--- src/rtl/adpll_pi_filter_gs_pkg.sv ---
// -----------------------------------------------------------------------------
// adpll_pkg
// Shared definitions for the gear-shifting ADPLL PI loop filter: the loop
// state enum and the numeric encodings presented on the filter's mode output.
// -----------------------------------------------------------------------------
package adpll_pkg;

  localparam logic [1:0] MODE_ACQ   = 2'd0;
  localparam logic [1:0] MODE_TRACK = 2'd1;
  localparam logic [1:0] MODE_HOLD  = 2'd2;

  typedef enum logic [1:0] {
    ST_ACQ   = MODE_ACQ,
    ST_TRACK = MODE_TRACK,
    ST_HOLD  = MODE_HOLD
  } state_t;

endpackage : adpll_pkg

--- src/rtl/adpll_pi_filter_gs_if.sv ---
// -----------------------------------------------------------------------------
// adpll_pi_filter_gs_if
// Bundles the PFD decision strobe, gain/threshold configuration and the
// filter's control-word outputs.
//   master : drives pd_valid/early/freeze, gains, thresholds; reads results
//   slave  : the loop filter itself
// Outputs: dco_word (signed W), int_word (signed W+FRAC), int_sat, out_sat,
//          locked, mode (0 ACQ, 1 TRACK, 2 HOLD).
// -----------------------------------------------------------------------------
interface adpll_pi_filter_gs_if #(
  parameter int W    = 8,
  parameter int FRAC = 4,
  parameter int SW   = 6,
  parameter int CW   = 6
);
  localparam int IW = W + FRAC;

  logic                 pd_valid;
  logic                 early;
  logic                 freeze;
  logic [SW-1:0]        ki_acq;
  logic [SW-1:0]        ki_trk;
  logic [SW-1:0]        kp_acq;
  logic [SW-1:0]        kp_trk;
  logic [SW-1:0]        kp_boost;
  logic [CW-1:0]        lock_thr;
  logic [CW-1:0]        unlock_thr;
  logic signed [W-1:0]  dco_word;
  logic signed [IW-1:0] int_word;
  logic                 int_sat;
  logic                 out_sat;
  logic                 locked;
  logic [1:0]           mode;

  modport master (
    output pd_valid, early, freeze, ki_acq, ki_trk, kp_acq, kp_trk, kp_boost,
           lock_thr, unlock_thr,
    input  dco_word, int_word, int_sat, out_sat, locked, mode
  );

  modport slave (
    input  pd_valid, early, freeze, ki_acq, ki_trk, kp_acq, kp_trk, kp_boost,
           lock_thr, unlock_thr,
    output dco_word, int_word, int_sat, out_sat, locked, mode
  );

endinterface : adpll_pi_filter_gs_if

--- src/rtl/adpll_pi_filter_gs_sat_add.sv ---
// -----------------------------------------------------------------------------
// sat_add
// Signed add of two IN_W operands in IN_W+1 bits, clamped to the signed
// OUT_W range (OUT_W <= IN_W).
//   a_i, b_i : signed operands
//   sum_o    : clamped sum
//   sat_o    : high when the clamp was applied
// -----------------------------------------------------------------------------
module sat_add #(
  parameter int IN_W  = 12,
  parameter int OUT_W = 12
) (
  input  logic signed [IN_W-1:0]  a_i,
  input  logic signed [IN_W-1:0]  b_i,
  output logic signed [OUT_W-1:0] sum_o,
  output logic                    sat_o
);

  // Limits of the OUT_W range, sign-extended to the full sum width.
  localparam logic signed [IN_W:0] MAX_V = {{(IN_W-OUT_W+2){1'b0}}, {(OUT_W-1){1'b1}}};
  localparam logic signed [IN_W:0] MIN_V = {{(IN_W-OUT_W+2){1'b1}}, {(OUT_W-1){1'b0}}};

  logic signed [IN_W:0] sum_full;

  assign sum_full = {a_i[IN_W-1], a_i} + {b_i[IN_W-1], b_i};

  // NOTE: every output gets a default at the top of the block, so no path
  // leaves it unassigned and no latch is inferred.
  always_comb begin
    sum_o = sum_full[OUT_W-1:0];
    sat_o = 1'b0;
    if (sum_full > MAX_V) begin
      sum_o = MAX_V[OUT_W-1:0];
      sat_o = 1'b1;
    end else if (sum_full < MIN_V) begin
      sum_o = MIN_V[OUT_W-1:0];
      sat_o = 1'b1;
    end
  end

endmodule : sat_add

--- src/rtl/adpll_pi_filter_gs.sv ---
// -----------------------------------------------------------------------------
// adpll_pi_filter_gs
// Gear-shifting PI loop filter: turns bang-bang early/late decisions into a
// signed DCO control word. Saturating integrator, proportional path with a
// boost on decision reversals, and an ACQ/TRACK/HOLD state machine that
// selects the gain set.
//   clk, reset : clock, synchronous active-high reset
//   bus        : adpll_pi_filter_gs_if slave (decisions, gains, results)
// -----------------------------------------------------------------------------
module adpll_pi_filter_gs
  import adpll_pkg::*;
#(
  parameter int W    = 8,
  parameter int FRAC = 4,
  parameter int SW   = 6,
  parameter int CW   = 6
) (
  input  logic                 clk,
  input  logic                 reset,
  adpll_pi_filter_gs_if.slave  bus
);

  localparam int IW = W + FRAC;
  localparam int OW = W + 1;  // output adder operand width (sum is W+2 bits)

  state_t               state_q, state_d;
  logic signed [IW-1:0] int_q, int_d;
  logic signed [W-1:0]  dco_q, dco_d;
  logic                 int_sat_q, int_sat_d;
  logic                 out_sat_q, out_sat_d;
  logic [CW-1:0]        rev_cnt_q, rev_cnt_d;
  logic [CW-1:0]        same_cnt_q, same_cnt_d;
  logic                 prev_early_q, prev_early_d;
  logic                 have_prev_q, have_prev_d;

  // ---------------- datapath ----------------
  logic                 is_acq, reversal;
  logic [SW-1:0]        ki_sel, kp_sel;
  logic signed [IW-1:0] ki_ext, ki_s, int_next;
  logic [SW:0]          prop_mag;
  logic signed [OW-1:0] prop_ext, prop_s, int_shr;
  logic signed [W-1:0]  dco_next, dco_hold;
  logic                 int_clamp, out_clamp;

  assign is_acq   = (state_q == ST_ACQ);
  assign ki_sel   = is_acq ? bus.ki_acq : bus.ki_trk;
  assign kp_sel   = is_acq ? bus.kp_acq : bus.kp_trk;
  assign reversal = have_prev_q && (bus.early != prev_early_q);

  assign ki_ext   = {{(IW-SW){1'b0}}, ki_sel};
  assign ki_s     = bus.early ? ki_ext : -ki_ext;
  assign prop_mag = {1'b0, kp_sel} + (reversal ? {1'b0, bus.kp_boost} : '0);
  assign prop_ext = {{(OW-SW-1){1'b0}}, prop_mag};
  assign prop_s   = bus.early ? prop_ext : -prop_ext;

  sat_add #(.IN_W(IW), .OUT_W(IW)) u_int_add (
    .a_i(int_q), .b_i(ki_s), .sum_o(int_next), .sat_o(int_clamp)
  );

  // Integer part of the new integrator value, arithmetic shift.
  assign int_shr = OW'(int_next >>> FRAC);

  sat_add #(.IN_W(OW), .OUT_W(W)) u_out_add (
    .a_i(int_shr), .b_i(prop_s), .sum_o(dco_next), .sat_o(out_clamp)
  );

  // IW-FRAC == W, so the shifted integrator always fits the output range
  // and the HOLD word needs no clamp.
  assign dco_hold = W'(int_q >>> FRAC);

  // Run-counter arithmetic: compares in CW+1 bits; thresholds of 0 act as 1.
  logic [CW:0]   rev_plus, same_plus, lock_eff, unlock_eff;
  logic [CW-1:0] rev_inc, same_inc;

  assign rev_plus   = {1'b0, rev_cnt_q} + (CW+1)'(1);
  assign same_plus  = {1'b0, same_cnt_q} + (CW+1)'(1);
  assign lock_eff   = (bus.lock_thr   == '0) ? (CW+1)'(1) : {1'b0, bus.lock_thr};
  assign unlock_eff = (bus.unlock_thr == '0) ? (CW+1)'(1) : {1'b0, bus.unlock_thr};
  assign rev_inc    = (&rev_cnt_q)  ? rev_cnt_q  : rev_cnt_q  + CW'(1);
  assign same_inc   = (&same_cnt_q) ? same_cnt_q : same_cnt_q + CW'(1);

  // ---------------- next state ----------------
  always_comb begin
    state_d      = state_q;
    int_d        = int_q;
    dco_d        = dco_q;
    int_sat_d    = 1'b0;
    out_sat_d    = 1'b0;
    rev_cnt_d    = rev_cnt_q;
    same_cnt_d   = same_cnt_q;
    prev_early_d = prev_early_q;
    have_prev_d  = have_prev_q;

    if (bus.freeze) begin
      // Open loop: drop the proportional term, forget decision history.
      state_d     = ST_HOLD;
      dco_d       = dco_hold;
      rev_cnt_d   = '0;
      same_cnt_d  = '0;
      have_prev_d = 1'b0;
    end else if (state_q == ST_HOLD) begin
      state_d = ST_ACQ;  // release cycle; decisions resume next cycle
    end else if (bus.pd_valid) begin
      int_d        = int_next;
      int_sat_d    = int_clamp;
      dco_d        = dco_next;
      out_sat_d    = out_clamp;
      prev_early_d = bus.early;
      have_prev_d  = 1'b1;
      case (state_q)
        ST_ACQ: begin
          if (!reversal) begin
            rev_cnt_d = '0;
          end else if (rev_plus >= lock_eff) begin
            state_d    = ST_TRACK;
            rev_cnt_d  = '0;
            same_cnt_d = '0;
          end else begin
            rev_cnt_d = rev_inc;
          end
        end
        ST_TRACK: begin
          if (reversal) begin
            same_cnt_d = '0;
          end else if (same_plus >= unlock_eff) begin
            state_d    = ST_ACQ;
            rev_cnt_d  = '0;
            same_cnt_d = '0;
          end else begin
            same_cnt_d = same_inc;
          end
        end
        default: ;
      endcase
    end
  end

  // NOTE: reset is synchronous here, so it sits inside the clocked branch
  // and every state bit is cleared with non-blocking assignments.
  always_ff @(posedge clk) begin
    if (reset) begin
      state_q      <= ST_ACQ;
      int_q        <= '0;
      dco_q        <= '0;
      int_sat_q    <= 1'b0;
      out_sat_q    <= 1'b0;
      rev_cnt_q    <= '0;
      same_cnt_q   <= '0;
      prev_early_q <= 1'b0;
      have_prev_q  <= 1'b0;
    end else begin
      state_q      <= state_d;
      int_q        <= int_d;
      dco_q        <= dco_d;
      int_sat_q    <= int_sat_d;
      out_sat_q    <= out_sat_d;
      rev_cnt_q    <= rev_cnt_d;
      same_cnt_q   <= same_cnt_d;
      prev_early_q <= prev_early_d;
      have_prev_q  <= have_prev_d;
    end
  end

  assign bus.dco_word = dco_q;
  assign bus.int_word = int_q;
  assign bus.int_sat  = int_sat_q;
  assign bus.out_sat  = out_sat_q;
  assign bus.locked   = (state_q == ST_TRACK);
  assign bus.mode     = state_q;

endmodule : adpll_pi_filter_gs

--- src/flat_wrapper.sv ---
// flat-port wrapper written by rule: the top's interface ports become plain ports
module adpll_pi_filter_gs_flat import adpll_pkg::*;
#(
  parameter int W    = 8,
  parameter int FRAC = 4,
  parameter int SW   = 6,
  parameter int CW   = 6
)
  (clk, reset, bus_pd_valid, bus_early, bus_freeze, bus_ki_acq, bus_ki_trk, bus_kp_acq, bus_kp_trk, bus_kp_boost, bus_lock_thr, bus_unlock_thr, bus_dco_word, bus_int_word, bus_int_sat, bus_out_sat, bus_locked, bus_mode);
  adpll_pi_filter_gs_if #(.W(W), .FRAC(FRAC), .SW(SW), .CW(CW)) bus_i ();
  input  logic clk;
  input  logic reset;
  input wire logic [$bits(bus_i.pd_valid)-1:0] bus_pd_valid;
  input wire logic [$bits(bus_i.early)-1:0] bus_early;
  input wire logic [$bits(bus_i.freeze)-1:0] bus_freeze;
  input wire logic [$bits(bus_i.ki_acq)-1:0] bus_ki_acq;
  input wire logic [$bits(bus_i.ki_trk)-1:0] bus_ki_trk;
  input wire logic [$bits(bus_i.kp_acq)-1:0] bus_kp_acq;
  input wire logic [$bits(bus_i.kp_trk)-1:0] bus_kp_trk;
  input wire logic [$bits(bus_i.kp_boost)-1:0] bus_kp_boost;
  input wire logic [$bits(bus_i.lock_thr)-1:0] bus_lock_thr;
  input wire logic [$bits(bus_i.unlock_thr)-1:0] bus_unlock_thr;
  output wire logic [$bits(bus_i.dco_word)-1:0] bus_dco_word;
  output wire logic [$bits(bus_i.int_word)-1:0] bus_int_word;
  output wire logic [$bits(bus_i.int_sat)-1:0] bus_int_sat;
  output wire logic [$bits(bus_i.out_sat)-1:0] bus_out_sat;
  output wire logic [$bits(bus_i.locked)-1:0] bus_locked;
  output wire logic [$bits(bus_i.mode)-1:0] bus_mode;
  assign bus_i.pd_valid = bus_pd_valid;
  assign bus_i.early = bus_early;
  assign bus_i.freeze = bus_freeze;
  assign bus_i.ki_acq = bus_ki_acq;
  assign bus_i.ki_trk = bus_ki_trk;
  assign bus_i.kp_acq = bus_kp_acq;
  assign bus_i.kp_trk = bus_kp_trk;
  assign bus_i.kp_boost = bus_kp_boost;
  assign bus_i.lock_thr = bus_lock_thr;
  assign bus_i.unlock_thr = bus_unlock_thr;
  assign bus_dco_word = bus_i.dco_word;
  assign bus_int_word = bus_i.int_word;
  assign bus_int_sat = bus_i.int_sat;
  assign bus_out_sat = bus_i.out_sat;
  assign bus_locked = bus_i.locked;
  assign bus_mode = bus_i.mode;
  adpll_pi_filter_gs #(.W(W), .FRAC(FRAC), .SW(SW), .CW(CW)) u_core (.clk(clk), .reset(reset), .bus(bus_i));
endmodule
--- config.mk ---
export PLATFORM = sky130hd
export DESIGN_NAME = adpll_pi_filter_gs_flat
export DESIGN_NICKNAME = d
export VERILOG_FILES = /design/src/rtl/adpll_pi_filter_gs_pkg.sv /design/src/rtl/adpll_pi_filter_gs_if.sv /design/src/rtl/adpll_pi_filter_gs_sat_add.sv /design/src/rtl/adpll_pi_filter_gs.sv /design/src/flat_wrapper.sv
export SDC_FILE = /design/constraint.sdc
export NUM_CORES = 1
export LEC_CHECK = 0
export BUFFER_PORTS_ARGS = -buffer_cell sky130_fd_sc_hd__buf_2
export CELL_PAD_IN_SITES_DETAIL_PLACEMENT = 0
export CELL_PAD_IN_SITES_GLOBAL_PLACEMENT = 1
export CORE_ASPECT_RATIO = 1.25
export CORE_MARGIN = 3
export CORE_UTILIZATION = 41
export CTS_BUF_LIST = sky130_fd_sc_hd__clkbuf_2 sky130_fd_sc_hd__clkbuf_4 sky130_fd_sc_hd__clkbuf_8
export CTS_CLUSTER_SIZE = 10
export DETAILED_ROUTE_END_ITERATION = 10
export PLACE_DENSITY_LB_ADDON = 0.15
export SETUP_SLACK_MARGIN = 0.3
export SYNTH_ARGS = -nofsm -noshare
export SYNTH_HDL_FRONTEND = slang
export SYNTH_HIERARCHICAL = 1
export SYNTH_SLANG_ARGS = --single-unit
--- constraint.sdc ---
create_clock -name clk -period 7.4 [get_ports clk]
set_clock_uncertainty 0.15 [all_clocks]
set_input_delay 0 -clock clk [delete_from_list [all_inputs] [get_ports clk]]
set_output_delay 0 -clock clk [all_outputs]
set_load 0.02 [all_outputs]
==> results of run 1 <==
## power by group through the flow
stage	logic, mW	clock network (mW)	registers, mW
2_1_floorplan	0.398	0	0.247
3_3_place_gp	0.532	0	0.235
3_5_place_dp	0.537	0	0.235
4_1_cts	0.541	0.229	0.231
5_1_grt	0.607	0.238	0.232
6_report	0.545	0.222	0.230
## worst max path at each step
stage	endpoint	from	depth (start not counted)
global route	u_core/bus.dco_word[6]$_SDFFE_PP0P_	u_core/bus.mode[0]$_SDFFE_PP0P_	23
detailed placement	u_core/bus.dco_word[5]$_SDFFE_PP0P_	u_core/bus.mode[0]$_SDFFE_PP0P_	22
global placement	u_core/bus.dco_word[3]$_SDFFE_PP0P_	u_core/bus.mode[0]$_SDFFE_PP0P_	22
CTS	u_core/bus.dco_word[5]$_SDFFE_PP0P_	u_core/bus.mode[0]$_SDFFE_PP0P_	22
floorplan	u_core/bus.dco_word[4]$_SDFFE_PP0P_	u_core/bus.mode[1]$_SDFFE_PP0P_	26
finish	u_core/bus.dco_word[6]$_SDFFE_PP0P_	u_core/bus.mode[0]$_SDFFE_PP0P_	22
## Yosys cell counts (4+ instances only)
| master | instances |
|---|---|
| a211oi_1 | 5 |
| a211oi_2 | 4 |
| a21o_1 | 7 |
| a21oi_1 | 48 |
| a21oi_2 | 6 |
| a221o_1 | 5 |
| and3_1 | 10 |
| buf_2 | 5 |
| clkbuf_1 | 7 |
| dfxtp_1 | 38 |
| ha_1 | 43 |
| inv_1 | 35 |
| mux2_2 | 8 |
| mux2i_1 | 17 |
| nand2_1 | 68 |
| nand2b_1 | 9 |
| nand3_1 | 11 |
| nand4_1 | 5 |
| nor2_1 | 25 |
| nor2b_1 | 17 |
| nor3_1 | 12 |
| o211ai_1 | 12 |
| o21ai_0 | 26 |
| o21ai_1 | 15 |
| xnor2_1 | 19 |
| xor2_1 | 11 |
## logic make-up after synthesis
kind of cell	after synthesis
XOR/XNOR	31
AND/OR/NAND/NOR	182
flip-flops	38
AO/OA/AOI/OAI	181
multiplexers	25
adder cells (fa/ha/maj)	46
buffers and inverters	55
## registers in the layout, indices dropped and copies added, names as in the netlist
register             cells
u_core/have_prev_q       1
u_core/same_cnt_q        6
u_core/bus.int_sat       1
u_core/bus.mode          2
u_core/prev_early_q      1
u_core/bus.out_sat       1
u_core/rev_cnt_q         6
u_core/bus.dco_word      8
u_core/bus.int_word     12
## cells in the final DEF, fill, tap and decap left out, drive strengths merged, types with 8 or more instances in the layout
| cell type | netlist | final |
|---|---|---|
| mux2 | 8 | 8 |
| buf | 12 | 73 |
| dfxtp | 38 | 38 |
| a21oi | 55 | 55 |
| nand2 | 69 | 69 |
| a211oi | 9 | 9 |
| xnor2 | 19 | 19 |
| ha | 43 | 43 |
| o211ai | 15 | 15 |
| xor2 | 12 | 12 |
| nor2 | 27 | 27 |
| a21o | 8 | 8 |
| nand2b | 10 | 10 |
| nor2b | 18 | 18 |
| and3 | 12 | 12 |
| nand3 | 11 | 11 |
| nor3 | 12 | 12 |
| mux2i | 17 | 17 |
| o21ai | 41 | 41 |
| inv | 35 | 35 |
## stage by stage
step	power (mW)	instances	instance area, um^2	hold slack, ns	util [%]
after floorplan	0.645	558	4410	-0.0784	-
after global placement	0.768	740	4820	0.277	46.8
after detailed placement	0.772	740	4820	0.290	46.8
after CTS	1.00	751	4990	0.0262	48.4
after global routing	1.08	751	4990	0.0812	48.4
final	0.997	751	4990	0.0487	48.4
## timing repair
action | 4_1_cts | 5_1_grt
hold buffers | 3 | 0
hold endpoints to repair | 11 | 0
setup buffers | 0 | 0
## area by class of cell
class,count,share of cell area [%]
Clock inverter,3,1.38
Multi-Input combinational cell,465,68.1
Timing Repair Buffer,76,8.02
Tap cell,129,3.23
Sequential cell,38,15.2
Inverter,35,2.63
Clock buffer,5,1.38
## critical path, cell delays in order, from the launching register on
cell	delay, ns
dfxtp_1	0.44
nor2_2	0.30
mux2i_1	0.32
ha_1	0.22
o21a_1	0.17
a21oi_1	0.12
ha_1	0.40
a21oi_2	0.28
o211ai_2	0.24
a221o_1	0.54
a21oi_2	0.22
o211ai_1	0.16
ha_1	0.28
fa_1	0.44
a211oi_1	0.32
o21ai_1	0.18
a211o_1	0.27
a31oi_2	0.34
nor2_4	0.07
o21ai_1	0.15
mux2i_1	0.08
o21ai_0	0.14
nor2b_1	0.14
## per-layer routing
metal,GRT usage [%],vias up,wire (um)
met2,36.3,99,6160
met4,5.38,0,215
li1,-,2185,-
met5,0,-,0
met3,3.04,16,487
met1,26.9,1989,5660
==> reports/results.tsv, run 1 <==
metric	value	unit
status	finished clean	
combPwrFrac	54.6	%
synth_top_area_share	17.3	%
io_pins	72	
wl_per_cell	16.7	um
cts_buffer_depth	2	
synth-xor-area-share	6.33	%
antenna_left	0	
drt-initial-drc-count	179	
postSynthNetCount	651	
slew_headroom	40.9	%
cp-end-kind	flip-flop	
finalCritPeriodShare	81.2	%
nFillCells	1035	
clock_sinks	38	
hpwl	10.2	mm
syn-cell-area	4410	um^2
via_per_inst	5.71	
synthMuxAreaShare	5.90	%
switchingPower	0.426	mW
tns	0	ns
cp.arrival	6.10	ns
vdd_drop_max	0.144	mV
drive_above_1_share	21.1	%
syn_to_final_growth	13.2	%
synth.distinct_cells	85	
std_cell_rows	41	
ys_warn_count	6	
synth_top_cell_by_area	dfxtp_1	
hold_path_end	u_core/bus.mode[1]$_SDFFE_PP0P_	
synth_top_family_by_area	compound AO/OA/AOI/OAI gates	
fp.dieH	122	um
vias	4289	
grt-ovfl-total	0	
cp-start-kind	flip-flop	
root_buffer	clkbuf_8	
synth_ff_type	dfxtp_1	
synth_edf_count	0	
grt_max_degree	25	
seqCellArea	761	um^2
p_int	0.572	mW
finalWirelength	12.5	mm
die_w	98.8	um
multi_input_area	3400	um^2
grt_first_pass_wirelength	20.6	mm
path_clk_slew	0.09	ns
synth_fa_ha_area_share	13.6	%
hp-start	bus_freeze	
rsz0062_at_grt	false	
min_path_cells	3	
fmax	166	MHz
cp.required	7.49	ns
dieArea	12000	um^2
synth-simple-area-share	20.8	%
grt_pass1_vias	4264	
power_frac_clock	22.3	%
postSynthAreaPerCell	7.90	um^2
globalplace.congestion	0.869	
seq_area_frac_synth	17.3	%
r2r-start	u_core/bus.mode[0]$_SDFFE_PP0P_	
h-tree-depth	2	
tritoncts	built	
antenna_found_initial	0	
worstSkewPairLatency	0.30	ns
first_pass_iters	5	
hold_violations	0	
p_per_area	200	nW/um^2
r2r_slack	1.39	ns
p_leak	2.29	nW
cts_buffers	5	
drc	0	
critPathKind	flip-flop to flip-flop	
reg2reg_depth	22	
period_minus_slack	6.01	ns
drv_slew	0	
core_area	10300	um^2
initial_core_util	42.8	%
worst_pin_slew	0.884	ns
synth_area_leaders	dfxtp_1 17%, ha_1 12%, nand2_1 5.8%	
pre_cts_slack	1.45	ns
ys_seq_elements	38	
placement.io_buffers	71	
synth_compound_area_share	30.5	%
grt_usage	20.8	%
syn_inst	558	
cap_violations	0	
layout.nets	714	
cp_max_fo	14	
hp-class	input port to flip-flop	
async_flop_share	0	%
post_cts_resized	0	
power_frac_seq	23.1	%
antennaDiodeCount	0	
setup_viol	0	
reg2reg_to	u_core/bus.dco_word[6]$_SDFFE_PP0P_	
switching_share	42.7	%
worst_slack	1.39	ns
(Power assumes the default switching activity.)
==> run 2, diff against run 1 <==
==> constraint.sdc (replaced) <==
create_clock -name clk -period 6 [get_ports clk]
set_clock_uncertainty 0.15 [all_clocks]
set_input_delay 0 -clock clk [delete_from_list [all_inputs] [get_ports clk]]
set_output_delay 0 -clock clk [all_outputs]
set_load 0.02 [all_outputs]
==> run 2 against run 1 <==
Net effect:
- routed wire length is 1.5% higher
- critical path depth up 1
- core utilization grew 2.2 points
- largest cell class unchanged
==> reports/results.tsv, run 2 (synthesis results as in run 1) <==
metric	value	unit
status	finished clean	
wl_per_cell	16.6	um
period_minus_slack	5.43	ns
path_clk_slew	0.09	ns
tritoncts	built	
cts_buffer_depth	2	
worstSkewPairLatency	0.30	ns
globalplace.congestion	0.943	
dieArea	12000	um^2
combPwrFrac	59.1	%
grt_usage	20.7	%
hold_violations	0	
core_area	10300	um^2
hpwl	10.2	mm
seqCellArea	762	um^2
layout_commonest_cell	buf_2	
place_area	4850	um^2
cts_buffers	5	
tns	0	ns
switching_share	42.9	%
hp-class	input port to flip-flop	
finalCritPeriodShare	90.5	%
drt-initial-drc-count	199	
critPathKind	flip-flop to flip-flop	
vias	4394	
cpMaxStageDelayCell	or4_1	
antennaDiodeCount	0	
slew_headroom	33.3	%
multi_input_area	3540	um^2
cp-end-kind	flip-flop	
antenna_left	0	
p_leak	2.36	nW
fp.dieH	122	um
clock_sinks	38	
rsz0062_at_grt	false	
via_per_inst	5.75	
h-tree-depth	2	
p_int	0.724	mW
power_frac_seq	22.4	%
crit_family	compound AO/OA/AOI/OAI gates	
cp-start-kind	flip-flop	
setup_viol	0	
largest_reg_flops	12	
nFillCells	1043	
cap_violations	0	
final_cell_mix	71 x buf_2, 68 x nand2_1, 43 x a21oi_1	
io_pins	72	
std_cell_rows	41	
grt_first_pass_wirelength	20.4	mm
power_frac_clock	18.4	%
finalPower	1.27	mW
drc	0	
cp.arrival	5.46	ns
placement.io_buffers	71	
cpPeakStageDelay	0.53	ns
initial_core_util	42.8	%
die_w	98.8	um
switchingPower	0.544	mW
layout.nets	728	
root_buffer	clkbuf_8	
worst_pin_slew	0.997	ns
drive_above_1_share	25.8	%
cp.required	6.03	ns
final_cell_area	5220	um^2
drv_slew	0	
cp_max_fo	9	
fmax	184	MHz
p_per_area	243	nW/um^2
grt-ovfl-total	0	
crit_chain	or4_1 -> o31ai_1 -> a21oi_1 -> a21oi_2 -> a21oi_1 -> ha_1 -> nand4_1 -> buf_4 -> o31ai_4 -> buf_6 -> nand2_2 -> o211ai_1 -> buf_4 -> ha_1 -> a21oi_2 -> o211ai_1 -> a211oi_2 -> and4_1 -> nand2b_4 -> nand2_1 -> mux2i_1 -> o21ai_0 -> nor2b_1	
antenna_found_initial	0	
vdd_drop_max	0.156	mV
first_pass_iters	5	
syn_to_final_growth	18.4	%
finalWirelength	12.7	mm
grt_pass1_vias	4288	
crit_buf_inv	3	
grt_max_degree	25	
run 2: changes by cell type in the layout (fill, tap and decap cells not counted), sizes merged:
cell and change:
clkinv -1, bufinv -1, clkbuf +1, dlygate4sd3 -1, buf +15
run 2: path summary, 6_finish.rpt:
check / depth (start not counted) / to / from / slack [ns]
setup / recovery: 23 / u_core/bus.dco_word[0]$_SDFFE_PP0P_ / u_core/bus.mode[1]$_SDFFE_PP0P_ / 0.57
hold reg to reg: 2 / u_core/bus.int_word[2]$_SDFFE_PP0P_ / u_core/bus.int_word[2]$_SDFFE_PP0P_ / 0.34
hold / removal: 3 / u_core/bus.mode[1]$_SDFFE_PP0P_ / bus_freeze / 0.01
setup reg to reg: 23 / u_core/bus.dco_word[0]$_SDFFE_PP0P_ / u_core/bus.mode[1]$_SDFFE_PP0P_ / 0.57
run 2: per-stage QoR:
| stage | std cells | utilization, % | worst slack, ns | hold WS, ns |
|---|---|---|---|---|
| 2_1_floorplan | 558 | - | 0.402 | -0.0784 |
| 4_1_cts | 754 | 48.5 | 0.317 | 0.00825 |
| 3_5_place_dp | 744 | 47.1 | 0.256 | 0.284 |
| 5_1_grt | 764 | 50.6 | 0.267 | 0.0499 |
| 3_3_place_gp | 744 | 47.1 | 0.372 | 0.275 |
| 6_report | 764 | 50.6 | 0.572 | 0.0132 |
run 2: worst reg2reg max path, stage by stage (launching register included):
cell	delay (ns)
dfxtp_2	0.39
or4_1	0.53
o31ai_1	0.08
a21oi_1	0.14
a21oi_2	0.21
a21oi_1	0.15
ha_1	0.46
nand4_1	0.21
buf_4	0.20
o31ai_4	0.41
buf_6	0.19
nand2_2	0.10
o211ai_1	0.12
buf_4	0.16
ha_1	0.31
a21oi_2	0.22
o211ai_1	0.13
a211oi_2	0.31
and4_1	0.25
nand2b_4	0.16
nand2_1	0.07
mux2i_1	0.12
o21ai_0	0.10
nor2b_1	0.15
run 2: area by class of cell:
cell class,instances,share of cell area (%)
Timing Repair Buffer,90,9.85
Tap cell,129,3.09
Multi-Input combinational cell,465,67.8
Sequential cell,38,14.6
Inverter,35,2.52
Clock inverter,1,0.575
Clock buffer,6,1.58
run 2: timing repair:
| item | CTS | global route |
|---|---|---|
| endpoints found under the setup margin | 7 | 9 |
| setup buffers | 1 | 10 |
| cloned | 0 | 0 |
| resized for setup | 2 | 30 |
| pin swaps | 2 | 14 |
| hold buffers | 2 | 0 |
| hold endpoints to repair | 6 | 0 |
run 2: per-layer routing:
layer / vias up / track usage, % / wire length (um)
met5: - / 0 / 0
met4: 0 / 5.81 / 294
met3: 21 / 3.55 / 639
met2: 115 / 37.4 / 6380
met1: 2060 / 25.2 / 5400
li1: 2198 / - / -
run 2: power by group through the flow:
stage	logic (mW)	registers (mW)	clock network [mW]
floorplan	0.491	0.305	0
global placement	0.661	0.290	0
detailed placement	0.664	0.290	0
CTS	0.673	0.284	0.238
global route	0.826	0.286	0.248
finish	0.750	0.285	0.234
==> run 3, diff against run 2 <==
--- a/config.mk
+++ b/config.mk
@@ -5,6 +5,7 @@
 export SDC_FILE = /design/constraint.sdc
 export NUM_CORES = 1
 export LEC_CHECK = 0
+export ABC_AREA = 1
 export BUFFER_PORTS_ARGS = -buffer_cell sky130_fd_sc_hd__buf_2
 export CELL_PAD_IN_SITES_DETAIL_PLACEMENT = 0
 export CELL_PAD_IN_SITES_GLOBAL_PLACEMENT = 1
==> constraint.sdc (replaced) <==
create_clock -name clk -period 6.2 [get_ports clk]
set_clock_uncertainty 0.15 [all_clocks]
set_input_delay 0 -clock clk [delete_from_list [all_inputs] [get_ports clk]]
set_output_delay 0 -clock clk [all_outputs]
set_load 0.02 [all_outputs]
==> run 3 against run 2 <==
Net effect:
- combinational power down 8.9%
- via count fell by 5.4%
- critical endpoint is now u_core/bus.dco_word[4]$_SDFFE_PP0P_
- worst hold slack improved by 0.040 ns
- non-clock buffer count is 11 lower
- synthesized cell count grew 20%
- setup slack improved by 0.31 ns
- sequential power shrank 1%
- register-to-register slack improved by 0.31 ns
- critical path type unchanged
==> reports/results.tsv, run 3 <==
metric	value	unit
grt_first_pass_wirelength	18.3	mm
globalplace.congestion	0.870	
power_frac_clock	18.1	%
antenna_left	0	
final_cell_mix	211 x nand2_1, 106 x inv_1, 71 x buf_2	
switching_share	44.9	%
seq_area_frac_synth	18.1	%
cap_violations	0	
setup_viol	0	
synth_top_cell_by_area	nand2_1	
hold_violations	0	
yosys.cell_count.top_type	nand2_1	
cts_buffer_depth	2	
drv_slew	0	
wl_per_cell	12.3	um
core_area	9810	um^2
antenna_found_initial	0	
finalCritPeriodShare	85.8	%
postSynthAreaPerCell	6.26	um^2
grt_pass1_vias	4011	
clock_sinks	38	
synth_area_leaders	nand2_1 19%, dfxtp_1 18%, ha_1 13%	
cp.required	6.23	ns
finalWirelength	10.7	mm
async_flop_share	0	%
syn-cell-area	4210	um^2
grt_usage	19.0	%
layout.nets	840	
largest_reg_flops	12	
synth_ff_type	dfxtp_1	
synth.distinct_cells	39	
tns	0	ns
dieArea	11500	um^2
syn_inst	672	
syn_to_final_growth	14.4	%
vdd_drop_max	0.0956	mV
postSynthNetCount	765	
combPwrFrac	58.0	%
drt-initial-drc-count	140	
cp-end-kind	flip-flop	
path_clk_slew	0.07	ns
synth_edf_count	0	
hp-class	input port to flip-flop	
drc	0	
status	finished clean	
ys_warn_count	6	
p_int	0.649	mW
tritoncts	built	
critPathKind	flip-flop to flip-flop	
placement.io_buffers	71	
period_minus_slack	5.32	ns
synth_top_area_share	18.8	%
die_w	96.6	um
p_per_area	245	nW/um^2
fp.dieH	119	um
p_leak	2.73	nW
cp_max_fo	12	
initial_core_util	42.9	%
worst_pin_slew	0.472	ns
antennaDiodeCount	0	
switchingPower	0.528	mW
ys_seq_elements	38	
vias	4155	
via_per_inst	4.76	
crit_top_cell	nand2_1	
cpMaxStageDelayCell	dlygate4sd3_1	
io_pins	72	
cts_buffers	5	
cp.arrival	5.35	ns
rsz0062_at_grt	false	
yosys-top-cells-count	211 x nand2_1, 106 x inv_1, 56 x nor2_1, 43 x ha_1, 38 x dfxtp_1	
cpPeakStageDelay	0.57	ns
dp.cells	858	
power_frac_seq	23.9	%
grt_max_degree	20	
h-tree-depth	2	
cp-start-kind	flip-flop	
std_cell_rows	40	
root_buffer	clkbuf_8	
grt-ovfl-total	0	
slew_headroom	68.2	%
fmax	188	MHz
layout_commonest_cell	nand2_1	
hpwl	8.93	mm
first_pass_iters	4	
drive_above_1_share	18.9	%
worstSkewPairLatency	0.30	ns
final_cells	873	
run 3: changes by cell type after synthesis, sizes merged, moves of 15 or more:
cell	delta
nand2	+167
nand3	+28
o21ai	-27
mux2i	-17
a21oi	-17
o211ai	-15
inv	+75
nor2	+38
nor2b	-18
run 3: routing by layer:
metal	vias to the layer above	global-route usage (%)	routed length, um	share of wire (%)
li1	2257	-	-	-
met1	1800	21.3	4500	42
met2	85	36.8	5640	53
met3	13	2.34	371	3.5
met4	0	5.71	213	2.0
met5	-	0	0	0
run 3: area by class of cell:
cell class	count	area, um^2
fill	1086	5000
multi-input combinational	513	2950
sequential	38	761
timing repair buffer	79	423
inverter	110	413
tap	126	158
clock buffer	6	82.6
clock inverter	1	30.0
run 3: worst max-delay path: cells and delay by family (launching register included):
family                   cells  cell delay [ns]
buffers and inverters        4             0.86
flip-flops                   1             0.37
AO/OA/AOI/OAI                2             0.30
XOR/XNOR                     1             0.14
AND/OR/NAND/NOR             18             2.05
multiplexers                 1             0.32
adder cells (fa/ha/maj)      3             1.01
run 3: repair_timing:
| action | CTS | global route |
|---|---|---|
| endpoints found under the hold margin | 21 | 0 |
| gates resized for setup | 0 | 0 |
| hold buffers | 3 | 0 |
| setup buffers | 0 | 5 |
| endpoints found under the setup margin | 0 | 1 |
run 3: logic make-up after synthesis:
logic type	synth area share [%]
AO/OA/AOI/OAI	9.33
AND/OR/NAND/NOR	38.5
XOR/XNOR	6.03
flip-flops	18.1
buffers and inverters	11.9
multiplexers	1.96
adder cells (fa/ha/maj)	14.2
run 3: worst paths after layout:
kind                                         from                                   to  slack, ns  cells after the start
setup reg to reg  u_core/bus.mode[0]$_SDFFE_PP0P_  u_core/bus.dco_word[4]$_SDFFE_PP0P_       0.88                     29
setup / recovery  u_core/bus.mode[0]$_SDFFE_PP0P_  u_core/bus.dco_word[4]$_SDFFE_PP0P_       0.88                     29
hold / removal                       bus_pd_valid        u_core/bus.int_sat$_SDFF_PP0_       0.05                      5
hold reg to reg   u_core/have_prev_q$_SDFFE_PP0P_      u_core/have_prev_q$_SDFFE_PP0P_       0.31                      2
run 3: power groups by stage:
| stage | combinational, mW | clock (mW) | sequential (mW) |
|---|---|---|---|
| floorplan | 0.527 | 0 | 0.300 |
| global placement | 0.670 | 0 | 0.287 |
| detailed placement | 0.675 | 0 | 0.287 |
| CTS | 0.681 | 0.221 | 0.282 |
| global route | 0.778 | 0.229 | 0.284 |
| finish | 0.683 | 0.213 | 0.281 |
run 3: through the flow:
stage	hold slack, ns	power (mW)	setup WS, ns	util (%)	instance area, um^2
2_1_floorplan	0.0831	0.827	1.82	-	4210
6_report	0.0532	1.18	0.880	49.1	4810
5_1_grt	0.117	1.29	0.446	49.1	4810
3_5_place_dp	0.243	0.963	1.22	47.2	4630
4_1_cts	0.0514	1.18	0.705	48.7	4780
3_3_place_gp	0.236	0.958	1.37	47.2	4630
